### config.mk
export PLATFORM = sky130hd
export DESIGN_NAME = fetch_ctrl
export DESIGN_NICKNAME = d
export VERILOG_FILES = /design/src/rtl/fetch_pkg.sv /design/src/rtl/fetch_hold_buf.sv /design/src/rtl/fetch_ctrl.sv
export SDC_FILE = /design/constraint.sdc
export NUM_CORES = 1
export LEC_CHECK = 0
export ABC_AREA = 1
export CORE_AREA = 10 10 124 154
export CTS_CLUSTER_DIAMETER = 50
export DETAILED_ROUTE_END_ITERATION = 16
export DIE_AREA = 0 0 134 164
export PLACE_DENSITY_LB_ADDON = 0.15
export SYNTH_ARGS = -nofsm -noshare
export SYNTH_HDL_FRONTEND = slang
export SYNTH_HIERARCHICAL = 1
export SYNTH_SLANG_ARGS = --single-unit
export TNS_END_PERCENT = 1
### constraint.sdc
create_clock -name clk -period 3.4 [get_ports clk]
set_input_delay 0.51 -clock clk [delete_from_list [all_inputs] [get_ports clk]]
set_output_delay 0.51 -clock clk [all_outputs]
set_load 0.01 [all_outputs]
### src/rtl/fetch_pkg.sv
// Shared types and constants for the instruction-fetch controller.
// Optional macro FETCH_PERF_EN (consumed by fetch_ctrl) adds stall/flush counters.
package fetch_pkg;

  localparam int unsigned XLEN = 32;

  // Byte distance between consecutive instructions.
  localparam logic [XLEN-1:0] INSN_BYTES = 32'd4;

  // Default first fetch address after reset.
  localparam logic [XLEN-1:0] DEFAULT_RESET_PC = 32'h0000_0000;

  typedef enum logic [1:0] {
    IDLE  = 2'd0,
    FETCH = 2'd1,
    HOLD  = 2'd2,
    DRAIN = 2'd3
  } fetch_state_e;

endpackage

### src/rtl/fetch_hold_buf.sv
// Single-entry buffer that parks a fetched word while decode is stalled.
module fetch_hold_buf
  import fetch_pkg::*;
(
  input  logic            clk,
  input  logic            rst,
  input  logic            load_i,
  input  logic            drain_i,
  input  logic            clear_i,
  input  logic [XLEN-1:0] data_i,
  output logic            valid_o,
  output logic [XLEN-1:0] data_o
);

  logic            valid_q;
  logic [XLEN-1:0] data_q;

  // Capture on load; draining or clearing empties the entry.
  always_ff @(posedge clk) begin
    if (rst) begin
      valid_q <= 1'b0;
      data_q  <= '0;
    end else if (clear_i || drain_i) begin
      valid_q <= 1'b0;
    end else if (load_i) begin
      valid_q <= 1'b1;
      data_q  <= data_i;
    end
  end

  assign valid_o = valid_q;
  assign data_o  = data_q;

endmodule

### src/rtl/fetch_ctrl.sv
// Instruction-fetch controller: drives imem requests and fills the IF/ID register.
// Optional macro FETCH_PERF_EN adds perf_stall_cnt / perf_flush_cnt ports.
module fetch_ctrl
  import fetch_pkg::*;
#(
  parameter logic [31:0] RESET_PC = DEFAULT_RESET_PC
) (
  input  logic        clk,
  input  logic        rst,
  output logic        imem_req,
  output logic [31:0] imem_addr,
  input  logic        imem_ack,
  input  logic [31:0] imem_rdata,
  input  logic        hazard_stall,
  input  logic        redirect_valid,
  input  logic [31:0] redirect_target,
  output logic        ifid_valid,
  output logic [31:0] ifid_instr,
  output logic [31:0] ifid_pc,
  output logic [31:0] ifid_jump_addr
`ifdef FETCH_PERF_EN
  ,
  output logic [15:0] perf_stall_cnt,
  output logic [15:0] perf_flush_cnt
`endif
);

  fetch_state_e state_q;
  logic [31:0]  pc_q;
  logic [31:0]  target_q;
  logic         ifid_valid_q;
  logic [31:0]  ifid_instr_q;
  logic [31:0]  ifid_pc_q;

  logic [31:0]  pc_inc;
  logic [31:0]  redir_pc;
  logic         hb_load;
  logic         hb_drain;
  logic         hb_clear;
  logic         hb_valid;
  logic [31:0]  hb_data;

  assign pc_inc   = pc_q + INSN_BYTES;
  assign redir_pc = redirect_target & ~32'h0000_0003;

  // The buffer fills on an ack that decode cannot accept, and empties when
  // the stall releases or a redirect makes its word stale.
  assign hb_load  = (state_q == FETCH) && !redirect_valid && imem_ack && hazard_stall;
  assign hb_drain = (state_q == HOLD) && !redirect_valid && !hazard_stall;
  assign hb_clear = (state_q == HOLD) && redirect_valid;

  fetch_hold_buf u_hold_buf (
    .clk     (clk),
    .rst     (rst),
    .load_i  (hb_load),
    .drain_i (hb_drain),
    .clear_i (hb_clear),
    .data_i  (imem_rdata),
    .valid_o (hb_valid),
    .data_o  (hb_data)
  );

  // Fetch FSM, pc and IF/ID register; redirect outranks stall and ack everywhere.
  always_ff @(posedge clk) begin
    if (rst) begin
      state_q      <= IDLE;
      pc_q         <= RESET_PC;
      target_q     <= '0;
      ifid_valid_q <= 1'b0;
      ifid_instr_q <= '0;
      ifid_pc_q    <= '0;
    end else begin
      // A flush kills IF/ID; otherwise an unstalled decode consumes it and
      // it stays live only if a new word is loaded below.
      if (redirect_valid || !hazard_stall) begin
        ifid_valid_q <= 1'b0;
      end
      case (state_q)
        IDLE: begin
          if (redirect_valid) begin
            pc_q <= redir_pc;
          end
          state_q <= FETCH;
        end
        FETCH: begin
          if (redirect_valid) begin
            if (imem_ack) begin
              pc_q <= redir_pc;
            end else begin
              // Request still in flight: keep presenting it until it returns.
              target_q <= redir_pc;
              state_q  <= DRAIN;
            end
          end else if (imem_ack) begin
            if (hazard_stall) begin
              state_q <= HOLD;
            end else begin
              ifid_valid_q <= 1'b1;
              ifid_instr_q <= imem_rdata;
              ifid_pc_q    <= pc_inc;
              pc_q         <= pc_inc;
            end
          end
        end
        HOLD: begin
          if (redirect_valid) begin
            pc_q    <= redir_pc;
            state_q <= FETCH;
          end else if (!hazard_stall) begin
            ifid_valid_q <= hb_valid;
            ifid_instr_q <= hb_data;
            ifid_pc_q    <= pc_inc;
            pc_q         <= pc_inc;
            state_q      <= FETCH;
          end
        end
        DRAIN: begin
          if (imem_ack) begin
            pc_q    <= redirect_valid ? redir_pc : target_q;
            state_q <= FETCH;
          end else if (redirect_valid) begin
            target_q <= redir_pc;
          end
        end
        default: state_q <= IDLE;
      endcase
    end
  end

  assign imem_req       = (state_q == FETCH) || (state_q == DRAIN);
  assign imem_addr      = pc_q;
  assign ifid_valid     = ifid_valid_q;
  assign ifid_instr     = ifid_instr_q;
  assign ifid_pc        = ifid_pc_q;
  assign ifid_jump_addr = {ifid_pc_q[31:28], ifid_instr_q[25:0], 2'b00};

`ifdef FETCH_PERF_EN
  logic [15:0] stall_cnt_q;
  logic [15:0] flush_cnt_q;

  // Saturating counts of stalled cycles and redirect cycles.
  always_ff @(posedge clk) begin
    if (rst) begin
      stall_cnt_q <= '0;
      flush_cnt_q <= '0;
    end else begin
      if (hazard_stall && (stall_cnt_q != 16'hFFFF)) begin
        stall_cnt_q <= stall_cnt_q + 16'd1;
      end
      if (redirect_valid && (flush_cnt_q != 16'hFFFF)) begin
        flush_cnt_q <= flush_cnt_q + 16'd1;
      end
    end
  end

  assign perf_stall_cnt = stall_cnt_q;
  assign perf_flush_cnt = flush_cnt_q;
`endif

endmodule

# Yosys cells after proc, flatten, opt, wreduce, memory -nomap -nowiden
# Cells that the tools add are included.
[totals]
register_bits = 164
input_bits = 69
output_inout_bits = 130
[op_classes]
n_addsub = 1
eq_ne = 17
muxes = 39
n_bitwise = 1
reduce_logical = 21
[op_table]
columns = ["cell", "count"]
rows = [
  ["$mux W32", 20],
  ["$pmux W32 S2", 3],
  ["$pmux W32 S4", 1],
  ["$add A32 B3 Y32 const B", 1],
  ["$ne A2 B2 Y1 const B", 10],
  ["$mux W2", 7],
  ["$ne A3 B3 Y1 const B", 4],
  ["$pmux W2 S4", 1],
  ["$reduce_and A4 Y1", 2],
  ["$logic_and A1 B1 Y1", 6],
  ["$mux W1", 6],
  ["$reduce_and A6 Y1", 1],
  ["$reduce_and A5 Y1", 1],
  ["$eq A2 B2 Y1 const B", 2],
  ["$reduce_bool A2 Y1", 2],
  ["$logic_or A1 B1 Y1", 3],
  ["$reduce_and A3 Y1", 1],
  ["$eq A2 B1 Y1 const B", 1],
  ["$logic_not A1 Y1", 2],
  ["$logic_not A2 Y1", 1],
  ["$pmux W1 S2", 1],
  ["$reduce_and A2 Y1", 1],
  ["$reduce_or A2 Y1", 1],
  ["$not A1 Y1", 1],
]

# Longest topological paths before layout
# Gate-level depths: netlist (run 1).
[logic_depth]
word_depth = 7
depth_mapped = 13
ltp_nobuf = 12

# Modules after synthesis
# Netlist (run 1), hierarchy kept.
[by_module_without_submodules]
columns = ["mod", "n_inst", "cells_per_inst", "area_per_inst_um2", "seq_area_each_um2"]
rows = [
  ["fetch_ctrl", 1, 1069, 7230.7, 2622.5],
  ["fetch_hold_buf", 1, 214, 1465.2, 660.6],
]

# Least setup slack after synthesis (run 1)
# No wires, ideal clock.
[synth_path]
path_type = "reg2reg"
from = "reg state_q[0]"
to = "reg pc_q[13] (netlist: imem_addr[13])"
t_arrival_ps = 1699
t_required_ps = 3278
path_slack_ps = 1579
path_stages_with_launch = 11
period_less_slack_ps = 1821
path_cell_list = "dfxtp_1 -> inv_1 -> ha_1 -> buf_2 -> inv_2 -> clkbuf_1 -> nor2_1 -> nor3_1 -> o21ai_0 -> o21ai_0 -> a21oi_1"
[synth_between]
elab_chain_len = 3
[synth_lines]
columns = ["element", "line_no", "text"]
rows = [
  ["from (decl)", "fetch_ctrl.sv:28", "fetch_state_e state_q;"],
  ["from (signal assigned)", "fetch_ctrl.sv:66", "state_q <= IDLE;"],
  ["from (signal assigned)", "fetch_ctrl.sv:83", "state_q <= FETCH;"],
  ["from (signal assigned)", "fetch_ctrl.sv:92", "state_q <= DRAIN;"],
  ["$eq A2 B1 Y1, or another cell as far along", "fetch_ctrl.sv:78", "case (state_q)"],
  ["$ne A2 B2 Y1 (no source line)", "--", ""],
  ["$reduce_and A3 Y1 (no source line)", "--", ""],
  ["to (signal assigned)", "fetch_ctrl.sv:81", "pc_q <= redir_pc;"],
  ["to (signal assigned)", "fetch_ctrl.sv:88", "pc_q <= redir_pc;"],
  ["to (signal assigned)", "fetch_ctrl.sv:101", "pc_q <= pc_inc;"],
  ["to (decl)", "fetch_ctrl.sv:29", "logic [31:0] pc_q;"],
]
# Several ways; a longest one is shown, not always the timed one.
# A chain may end at the register's enable or synchronous reset.

# Final worst setup path (run 1)
[layout_path]
from = "reg state_q[1]"
to = "reg pc_q[6] (netlist: imem_addr[6])"
# The elaborated chain is that of the path after synthesis.

==> results_dict.tcl, run 1 <==
set metrics [dict create \
    final_antenna_net_count 0 \
    post-route-drc-count 0 \
    capturing_element_type_of_the_critical_path "flip-flop" \
    antenna_cells 0 \
    finish.instance_area_mm2 0.0110 \
    run_status "finished clean" \
    crit_path_start_kind "flip-flop" \
    area_growth_from_synthesis_to_layout_pct 26.7 \
    place_congestion 0.919 \
    internal_power_uw 4250 \
    die_area_mm2 0.0220 \
    layout.cells.most_common "sky130_fd_sc_hd__nand2_1" \
    slew_violations 0 \
    initial_core_utilization 0.541 \
    synthDistinctLibCells 43 \
    drt_iter0_markers 504 \
    fin_total_pwr_uw 6450 \
    flip_flop_and_latch_count_after_synthesis 164 \
    fmaxAchievable_mhz 379 \
    routed_wl_per_cell_um 15.7 \
    fp.coreArea_mm2 0.0161 \
    post_synth.cell_area_avg_um2 6.78 \
    static_leakage_uw 0.00435 \
    gr_ovfl_total 0 \
    floorplan.rows 52 \
    placed_area_mm2 0.0104 \
    multi_input_comb_area_mm2 0.00442 \
    cp.required_ns 3.75 \
    layout-drive-gt1-share 0.0610 \
    wl_met3_mm 2.03 \
    timing.final.hold_violations 0 \
    yosysSeqAreaShare 0.378 \
    period_needed_ns 2.64 \
    global_router_s_overall_resource_usage 0.221 \
    dp_hpwl_mm 18.3 \
    holdCritPathClass "flip-flop to flip-flop" \
    tns_ns 0 \
    power_frac_seq 0.377 \
    synthesis.instances 1283 \
    ir_drop_mv 0.326 \
    setup_repair_after_global_routing_missed_its_margin "no" \
    numCtsBuffers 17 \
    fin_crit_sh 0.776 \
    actual_transition_at_the_worst_max_transition_pin_ns 1.10 \
    wl_mm 25.5 \
    worst_skew_pair.late_latency_ns 0.42 \
    cts_resized 0 \
    top_library_cells_by_usage_in_the_layout_fill_and_taps_aside "sky130_fd_sc_hd__nand2_1, sky130_fd_sc_hd__clkdlybuf4s50_1, sky130_fd_sc_hd__a21oi_1, sky130_fd_sc_hd__dfxtp_1, sky130_fd_sc_hd__nor2_1" \
    clk_transition_reported_paths_ns 0.06 \
    dieWidth_um 134 \
    numClockSinks 164 \
    cap_viol_max_count 0 \
    cts.htree.levels 4 \
    cts_root_buffer "sky130_fd_sc_hd__clkbuf_16" \
    topRoutingLayerUsed "met4" \
    first_global_vias 7884 \
    final-seq-area_mm2 0.00328 \
    grt_start_max_net_pins 66 \
    count_of_boundary_i_o_pins 199 \
    tritoncts "done" \
    floorplan.die.height_um 164 \
    firstDrtPassIters 5 \
    syn-cell-area_mm2 0.00870 \
    crit_path_max_fanout 19 \
    routed_via_density 5.36 \
    clock-skew-final_ns 0.00878 \
    port_buffers 194 \
    met2RoutedLength_mm 12.4 \
    netSwitchingFraction 0.341 \
    grt_antenna_before_repair 0 \
    worst-setup-path-type "flip-flop to flip-flop" \
    synth_warnings 6 \
    clock_path_buffers 2 \
    switching_power_uw 2200 \
    finalNetCount 1471 \
    fillCellCount 1448 \
    max_slew_margin 0.264 \
    pwr_density_cell_mw_per_mm2 586 \
    share_comb_of_total_power 0.315 \
    detailroute.via_count 8714 \
    cp_data_arrival_time_ns 2.99 \
    finalHoldWorstSlack_ns 0.468 \
    final_core_utilization 0.685 \
    cts_post_setup_buffers_inserted 0 \
    m1_wl_mm 10.3 \
    global_route_wire_length_before_repair_mm 40.0 \
    setup-violations-final 0 \
    clock_power_share 0.308 \
    cts.hold.buffers_added 0 \
]
[cell families after synthesis]
| logic type | share of synthesized area |
|---|---|
| and+or+nand+nor | 0.242 |
| other | 0.000431 |
| AOI/OAI and AO/OA | 0.234 |
| DFF | 0.378 |
| adders and majority gates | 0.00863 |
| buffers and inverters | 0.118 |
| xor gates and xnor gates | 0.0201 |
[final cells by class]
cell class                 count  area share
clock buffer                  18      0.0399
clock inverter                14      0.0158
inverter                      90      0.0309
multi-input combinational    910       0.401
sequential                   164       0.298
tap                          216      0.0245
timing repair buffer         213       0.190
[Yosys cell counts, drive strengths merged]
library cell  number  area (um2)
a311oi             1        8.76
buf               81         539
nand3             55         280
or2                4        25.0
xor2               7        61.3
a21oi            166         835
nor3              10        55.1
and2               2        12.5
o221ai             2        17.5
conb               1        3.75
a31oi             43         269
a211oi             2        32.5
o21a               1        7.51
dfxtp            164        3280
nand2            283        1070
o211a              2        20.0
clkinv             1        3.75
nor2             148         613
clkbuf            39         146
o22ai              3        18.8
o21ai            140         712
ha                 6        75.1
a22oi              2        28.8
nand4              6        37.5
xnor2             13         114
o211ai            11        82.6
inv               89         337
nand3b             1        7.51
[path summary, 6_finish.rpt]
kind | start | to | slack [ns] | depth (start not counted)
min | target_q[1] | target_q[1] | 0.47 | 2
max reg2reg | state_q[1] | imem_addr[6] | 0.76 | 9
min reg2reg | target_q[1] | target_q[1] | 0.47 | 2
max | state_q[1] | imem_addr[6] | 0.76 | 9
[per-layer routing]
metal,vias to the layer above,track usage
met5,-,0
met4,0,0.0956
met3,48,0.0672
met2,328,0.384
met1,3891,0.245
li1,4447,-
[state kept, by name, summed over array words and instances (netlist names)]
signal	cells
target_q	32
u_hold_buf/data_o	32
imem_addr	32
state_q	2
u_hold_buf/valid_o	1
ifid_instr	32
ifid_valid	1
ifid_pc	32
[stage by stage]
step | worst slack (ns) | std cells
floorplan | 1.58 | 1284
global route | 0.465 | 1625
detailed placement | 0.827 | 1593
finish | 0.761 | 1625
global placement | 0.843 | 1593
CTS | 0.779 | 1625
[worst max-delay path: stages (launching register included)]
cell                       delay [ns]
sky130_fd_sc_hd__dfxtp_1         0.38
sky130_fd_sc_hd__inv_1           0.10
sky130_fd_sc_hd__ha_1            0.33
sky130_fd_sc_hd__buf_4           0.25
sky130_fd_sc_hd__inv_2           0.23
sky130_fd_sc_hd__nor2_4          0.39
sky130_fd_sc_hd__inv_1           0.33
sky130_fd_sc_hd__o21ai_0         0.29
sky130_fd_sc_hd__o211ai_1        0.13
sky130_fd_sc_hd__a21oi_1         0.14
[power groups by stage]
stage	clock [uW]	sequential, uW	combinational (uW)
after floorplan	0	2500	1180
after global placement	0	2460	2000
after detailed placement	0	2470	2030
after CTS	2020	2430	2040
after global routing	2100	2470	2240
final	1980	2430	2030
No activity file was read; power rests on OpenSTA's default activity.
==> run 2: changes to the inputs <==
Settings changed: CORE_AREA 10 10 124 154 to 10 10 134 167, DIE_AREA 0 0 134 164 to 0 0 144 177.
Clock period 3.4 ns to 2.15 ns, I/O delays scaled along.
==> run 2 against run 1 <==
Sequential power rose by 58%. Sequential cell count did not move. Routed wire length up 11%. Fmax grew 28%. Final area up 2.9%. Utilization decreased by 9.5 points. Sequential share of layout area is 0.84 points lower. Critical endpoint is now imem_addr[15]. Largest power group unchanged.
==> results_dict.tcl, run 2 (synthesis gave the netlist of run 1 again) <==
set metrics [dict create \
    initial_core_utilization 0.453 \
    cp_data_arrival_time_ns 2.42 \
    worst-setup-path-type "flip-flop to flip-flop" \
    fin_total_pwr_uw 10500 \
    floorplan.rows 57 \
    global_router_s_overall_resource_usage 0.219 \
    routed_wl_per_cell_um 17.0 \
    finish.instance_area_mm2 0.0113 \
    critical_path.most_common_cell "sky130_fd_sc_hd__nand2_1" \
    slew_violations 0 \
    cpLargestDelayFamily "simple AND/OR/NAND/NOR gates" \
    count_of_boundary_i_o_pins 199 \
    numCtsBuffers 17 \
    clock-skew-final_ns 0.00867 \
    worst-path-buf-inv 0 \
    max_slew_margin 0.662 \
    crit_path_max_incr_delay_ns 0.52 \
    grt_antenna_before_repair 1 \
    layout-drive-gt1-share 0.0787 \
    pwr_density_cell_mw_per_mm2 923 \
    capturing_element_type_of_the_critical_path "flip-flop" \
    critical_path.cell_chain "nand2_1, nor2_1, nand2_1, nor2_4, xor2_1, nand2_1, nand3_1, o21ai_0, a21oi_1" \
    place_congestion 0.910 \
    port_buffers 194 \
    crit_path_max_fanout 6 \
    crit_path_start_kind "flip-flop" \
    drt_iter0_markers 536 \
    die_area_mm2 0.0255 \
    dp_hpwl_mm 20.6 \
    timing.final.hold_violations 0 \
    setup_repair_after_global_routing_missed_its_margin "no" \
    fillCellCount 1803 \
    cap_viol_max_count 0 \
    routed_via_density 5.32 \
    tritoncts "done" \
    clock_path_buffers 2 \
    run_status "finished clean" \
    grt_start_max_net_pins 62 \
    top_library_cells_by_usage_in_the_layout_fill_and_taps_aside "sky130_fd_sc_hd__nand2_1, sky130_fd_sc_hd__clkdlybuf4s50_1, sky130_fd_sc_hd__a21oi_1, sky130_fd_sc_hd__dfxtp_1, sky130_fd_sc_hd__nor2_1" \
    cts.hold.buffers_added 0 \
    holdCritPathClass "input pin to flip-flop" \
    static_leakage_uw 0.00450 \
    cts_root_buffer "sky130_fd_sc_hd__clkbuf_16" \
    period_needed_ns 2.06 \
    post-route-drc-count 0 \
    cts.htree.levels 4 \
    wl_mm 28.4 \
    final_core_utilization 0.591 \
    first_global_vias 8617 \
    multi_input_comb_area_mm2 0.00442 \
    detailroute.via_count 8887 \
    firstDrtPassIters 5 \
    gr_ovfl_total 0 \
    finalWorstSetupSlack_ns 0.0901 \
    setup-violations-final 0 \
    ir_drop_mv 0.570 \
    floorplan.die.height_um 177 \
    dieWidth_um 144 \
    global_route_wire_length_before_repair_mm 44.1 \
    actual_transition_at_the_worst_max_transition_pin_ns 0.503 \
    final_antenna_net_count 0 \
    fin_crit_sh 0.958 \
    max_stage_delay_cell_worst_path "sky130_fd_sc_hd__dfxtp_1" \
    fmaxAchievable_mhz 485 \
    worst_skew_pair.late_latency_ns 0.43 \
    cp.required_ns 2.51 \
    placed_area_mm2 0.0107 \
    numClockSinks 164 \
    layout.cells.most_common "sky130_fd_sc_hd__nand2_1" \
    fp.coreArea_mm2 0.0192 \
    clk_transition_reported_paths_ns 0.07 \
    area_growth_from_synthesis_to_layout_pct 30.3 \
    final-seq-area_mm2 0.00328 \
    tns_ns 0 \
    finalNetCount 1497 \
    dp_slack_ns 0.147 \
]
==> run 2: changes by cell type in the layout (fill, tap and decap cells not counted), sizes merged, moves of 2 or more <==
cell | before | now
buf | 20 | 46
clkbuf | 18 | 20
bufinv | 3 | 1
inv | 93 | 95
clkinvlp | 1 | 4
clkinv | 7 | 2
==> run 2: layer usage <==
layer	vias to the layer above	global-route usage	share of wire	wire (um)
li1	4490	-	-	-
met1	4062	0.229	0.39	11000
met3	68	0.0636	0.064	1830
met2	267	0.384	0.51	14400
met5	-	0	0	0
met4	0	0.118	0.044	1240
==> run 2: final timing paths <==
path                                     start       endpoint  slack (ns)  cells after the start
worst max-delay path             imem_addr[10]  imem_addr[15]        0.09                      9
worst max register to register   imem_addr[10]  imem_addr[15]        0.09                      9
worst min register to register     target_q[1]    target_q[1]        0.48                      2
worst min-delay path            redirect_valid     ifid_valid        0.37                      4
==> run 2: power by group <==
| group | switching, uW | internal [uW] | leakage (uW) |
|---|---|---|---|
| Sequential | 379 | 3470 | 0.00134 |
| Combinational | 2040 | 1570 | 0.00288 |
| Clock | 1330 | 1680 | 0.000272 |
==> run 2: metrics by stage <==
step | cells | hold slack [ns]
after global placement | 1639 | 0.450
final | 1672 | 0.374
after floorplan | 1284 | 0.395
after detailed placement | 1639 | 0.465
after CTS | 1671 | 0.349
after global routing | 1672 | 0.408
==> run 2: layout make-up <==
cell class,count,share of cell area
inverters,90,0.0300
diodes,1,0.000221
clock inverters,12,0.0106
repair buffers,239,0.213
flip-flops and latches,164,0.290
well taps,236,0.0261
clock buffers,20,0.0403
multi-input cells,910,0.390
==> run 2: worst register-to-register path, cell delays in order, from the launching register on <==
cell,delay (ns)
sky130_fd_sc_hd__dfxtp_1,0.52
sky130_fd_sc_hd__nand2_1,0.16
sky130_fd_sc_hd__nor2_1,0.12
sky130_fd_sc_hd__nand2_1,0.09
sky130_fd_sc_hd__nor2_4,0.16
sky130_fd_sc_hd__xor2_1,0.30
sky130_fd_sc_hd__nand2_1,0.18
sky130_fd_sc_hd__nand3_1,0.09
sky130_fd_sc_hd__o21ai_0,0.19
sky130_fd_sc_hd__a21oi_1,0.19
==> run 2: repair_timing <==
item                                   CTS  global route
endpoints found under the hold margin    0             0
gates resized for setup                  1             2
setup endpoints to repair                1             2
buffers inserted                         0             0
==> patch 1, RTL diff (settings of run 1) <==
Add an input register stage for `redirect_target`; this delays it by one clock. The other inputs are not delayed to match.
--- a/src/rtl/fetch_ctrl.sv
+++ b/src/rtl/fetch_ctrl.sv
@@ -25,6 +25,12 @@
 `endif
 );
 
+  logic [31:0] redirect_target_q;
+
+  always_ff @(posedge clk) begin
+    redirect_target_q <= redirect_target;
+  end
+
   fetch_state_e state_q;
   logic [31:0]  pc_q;
   logic [31:0]  target_q;
@@ -41,7 +47,7 @@
   logic [31:0]  hb_data;
 
   assign pc_inc   = pc_q + INSN_BYTES;
-  assign redir_pc = redirect_target & ~32'h0000_0003;
+  assign redir_pc = redirect_target_q & ~32'h0000_0003;
 
   // The buffer fills on an ack that decode cannot accept, and empties when
   // the stall releases or a redirect makes its word stale.
Check against the original RTL: not equivalent (Yosys sat finds a counterexample within 4 cycles, from zero or initial values and one cycle with rst high).
==> patch 1 against run 1 <==
Sequential cell count is 30 higher. Wire length is 4.7% higher. Global-route usage is 1.7 points higher. Synthesized cell count is 5.7% higher. Critical path depth is 4 lower. Setup slack better by 190 ps. Final area is 7.6% higher. Power is 2.3% higher. Non-clock buffer count is 1 lower. Area after synthesis is 10% higher. Die area stayed put. Critical path type is now reg2out. Clock skew hardly changed.
==> patch 1: results <==
export IMPL_status="complete, no violations"
export IMPL_p_switching_w=0.00218
export IMPL_grt_pass1_vias=8694
export IMPL_slowest_stage="clkdlybuf4s50_1"
export IMPL_setup_ws_ps=951
export IMPL_min_from="ifid_pc[9]"
export IMPL_routed_wl_um=26700
export IMPL_placed_area_sq_um=11300
export IMPL_yosysSeqAreaShare=0.406
export IMPL_nets=1542
export IMPL_r2r_end="ifid_instr[22]"
export IMPL_worst_r2r_path_depth=8
export IMPL_tightest_slew_ps=1080
export IMPL_dp_hpwl_um=18800
export IMPL_synth_ff_type="dfxtp_1"
export IMPL_num_vias=9115
export IMPL_fillCellCount=1356
export IMPL_synthDistinctLibCells=45
export IMPL_synth_commonest_cells="a21oi_1, nand2_1, dfxtp_1"
export IMPL_drt_iter0_markers=605
export IMPL_ir_worst_vdd_uv=357
export IMPL_grt_max_degree=66
export IMPL_min_to="ifid_pc[9]"
export IMPL_place_congestion=0.909
export IMPL_clk_pin_slew_worst_paths_ps=70
export IMPL_cp_max_fo=6
export IMPL_firstDrtPassIters=5
export IMPL_gr_usage_all_layers=0.238
export IMPL_cp_top_family="buffers and inverters"
export IMPL_layout_drive_gt1_share=0.0730
export IMPL_cp_arrival_ps=1940
export IMPL_yosys_top_cells_area="dfxtp_1, a21oi_1, nand2_1"
export IMPL_portBuffers=194
export IMPL_finalSetupViolCount=0
export IMPL_dp_worst_setup_slack_ps=693
export IMPL_grt_pass1_wl_um=43100
export IMPL_r2r_slack_ps=1180
export IMPL_p_leak_nw=4.94
export IMPL_clkLatencyLatePin_ps=440
export IMPL_skew_ps=8.31
export IMPL_cp_slowest_stage_delay_ps=560
## patch 1: changes by cell type after synthesis, moves of 4 or more
cell     before  now
nor2_1      137  145
nand2_1     280  226
inv_1        83  117
nand3_1      54   58
xnor2_1      13    7
a21oi_1     165  230
dfxtp_1     164  194
a31oi_1      43   13
or2_2         4    9
nand4_1       6    1
nand2_2       3    7
## patch 1: logic make-up (layout without fill, tap and decap cells)
family                     after synthesis  in the layout  share of synthesized area
DFF                                    194            194                      0.406
adders and majority gates                6              6                    0.00784
and+or+nand+nor                        480            480                      0.216
other                                    1              2                   0.000392
xor gates and xnor gates                19             19                     0.0189
buffers and inverters                  247            370                      0.124
AOI/OAI and AO/OA                      409            409                      0.227
## patch 1: through the flow
step / hold WS [ps] / instances
floorplan: 440 / 1357
global placement: 451 / 1664
finish: 466 / 1696
global route: 500 / 1696
detailed placement: 455 / 1664
CTS: 465 / 1696
## patch 1: area by class of cell
cell class / count / area [sq um] / share of cell area
Sequential cell: 194 / 3880 / 0.328
Tap cell: 216 / 270 / 0.0228
Timing Repair Buffer: 212 / 2110 / 0.178
Inverter: 126 / 478 / 0.0403
Multi-Input combinational cell: 916 / 4520 / 0.382
Clock buffer: 18 / 429 / 0.0362
Clock inverter: 14 / 151 / 0.0128
## patch 1: worst register-to-register path, stage by stage, from the launching register on
cell and delay [ps]:
dfxtp_1 330, inv_1 120, ha_1 250, inv_2 100
nor2_2 170, o21ai_1 110, inv_2 680, o21ai_0 230
a21oi_1 160
## patch 1: how the worst max path moves through the flow
stage	start	end	slack [ps]	depth (start not counted)
2_1_floorplan	state_q[0]	ifid_pc[13]	1560	11
3_3_place_gp	redirect_valid	u_hold_buf/data_o[13]	740	9
3_5_place_dp	redirect_valid	ifid_instr[15]	690	8
4_1_cts	state_q[1]	imem_req	940	5
5_1_grt	state_q[1]	imem_req	840	5
6_report	state_q[1]	imem_req	950	5
## patch 1: per-layer routing
layer / global-route usage / wire length [um] / up-vias / part of all wire
met1: 0.267 / 10600 / 4117 / 0.40
met3: 0.0902 / 2560 / 39 / 0.096
met2: 0.405 / 12900 / 333 / 0.48
met5: 0 / 0 / - / 0
li1: - / - / 4626 / -
met4: 0.0828 / 599 / 0 / 0.022
## patch 1: power by group through the flow
stage	registers [W]	clock network, W	logic [W]
CTS	0.00277	0.00203	0.00182
detailed placement	0.00281	0	0.00181
global placement	0.00281	0	0.00177
finish	0.00277	0.00201	0.00182
global route	0.00280	0.00211	0.00201
floorplan	0.00283	0	0.00107
==> patch 2, RTL diff (flow settings as in run 1) <==
Without the edit above. Add a define of `FETCH_PERF_EN`.
--- a/src/rtl/fetch_ctrl.sv
+++ b/src/rtl/fetch_ctrl.sv
@@ -1,5 +1,7 @@
 // Instruction-fetch controller: drives imem requests and fills the IF/ID register.
 // Optional macro FETCH_PERF_EN adds perf_stall_cnt / perf_flush_cnt ports.
+`define FETCH_PERF_EN
+
 module fetch_ctrl
   import fetch_pkg::*;
 #(
Function (old outputs only; new: perf_flush_cnt and perf_stall_cnt): kept (equiv_simple and equiv_induct, registers matched by name and starting in step).
==> patch 2 against run 1 <==
Power is 1.4% higher. Critical endpoint is now ifid_pc[21]. Clock skew increased by 5.0 ps. Sequential cell count rose by 32. Sequential share of layout area is 0.082 points lower. Utilization increased by 14 points. Largest cell class unchanged. Via count is 26% higher. Area after synthesis grew 22%. Highest routed layer unchanged. Final area rose by 20%. Setup slack worse by 9.8 ps. Wire length increased by 21%.
==> patch 2: results <==
export IMPL_routed_wl_um=30700
export IMPL_place_congestion=0.898
export IMPL_min_from="ifid_instr[31]"
export IMPL_ir_worst_vdd_uv=438
export IMPL_grt_util_met2=0.467
export IMPL_synthDistinctLibCells=45
export IMPL_dp_hpwl_um=21800
export IMPL_yosys_top_cells_area="dfxtp_1, nand2_1, a21oi_1"
export IMPL_synthAdderAreaFrac=0.00941
export IMPL_grt_util_met3=0.0694
export IMPL_min_to="ifid_instr[31]"
export IMPL_synth_commonest_cells="nand2_1, a21oi_1, dfxtp_1"
export IMPL_hold_ws_ps=442
export IMPL_gr_usage_all_layers=0.274
export IMPL_grt_pass1_wl_um=50200
export IMPL_synthXorXnorAreaFrac=0.0222
export IMPL_skew_ps=13.8
export IMPL_grt_pass1_vias=10349
export IMPL_nets=1818
export IMPL_use_met1=0.325
export IMPL_cp_max_fo=27
export IMPL_yosysSeqAreaShare=0.369
export IMPL_cp_arrival_ps=3040
export IMPL_layout_drive_gt1_share=0.0542
export IMPL_placed_area_sq_um=12600
export IMPL_drt_iter0_markers=953
export IMPL_cts_buffer_depth=2
export IMPL_crit_end="ifid_pc[21]"
export IMPL_cp_slowest_stage_delay_ps=770
export IMPL_min_path_type="reg2reg"
export IMPL_r2r_start="state_q[0]"
export IMPL_firstDrtPassIters=6
export IMPL_syn_avg_cell_area_sq_um=6.65
export IMPL_status="complete, no violations"
export IMPL_wl_met3_um=2740
export IMPL_portBuffers=226
export IMPL_worst_r2r_path_depth=11
export IMPL_wl_met2_um=15000
export IMPL_clkLatencyLatePin_ps=440
export IMPL_dp_cells=1938
export IMPL_slowest_stage="ha_1"
export IMPL_synth_compound_area_frac=0.204
export IMPL_layout_cells_non_filler=1969
export IMPL_p_leak_nw=5.27
export IMPL_synth_area_mux_share=0
export IMPL_tightest_slew_ps=1030
## patch 2: where the power goes
| part | switching (W) | internal [W] | total, W | leakage (nW) |
|---|---|---|---|---|
| Combinational | 0.00101 | 0.000764 | 0.00178 | 3.39 |
| Sequential | 0.000211 | 0.00253 | 0.00274 | 1.60 |
| Clock | 0.000900 | 0.00113 | 0.00203 | 0.281 |
## patch 2: worst register-to-register path, stage by stage (launching register included)
cell and delay (ps):
dfxtp_1 390, inv_1 100, ha_1 770, inv_2 80, nor3_1 220, nand2_1 160
inv_2 350, buf_12 220, nor2_1 70, nor2_1 100, o21ai_0 100, inv_1 50
## patch 2: final cells by class
cell class / count / area, sq um
Timing Repair Buffer: 245 / 2440
Clock buffer: 21 / 460
Inverter: 159 / 597
Tap cell: 216 / 270
Sequential cell: 196 / 3920
Multi-Input combinational cell: 1122 / 5390
Fill cell: 1161 / 2870
Clock inverter: 10 / 124
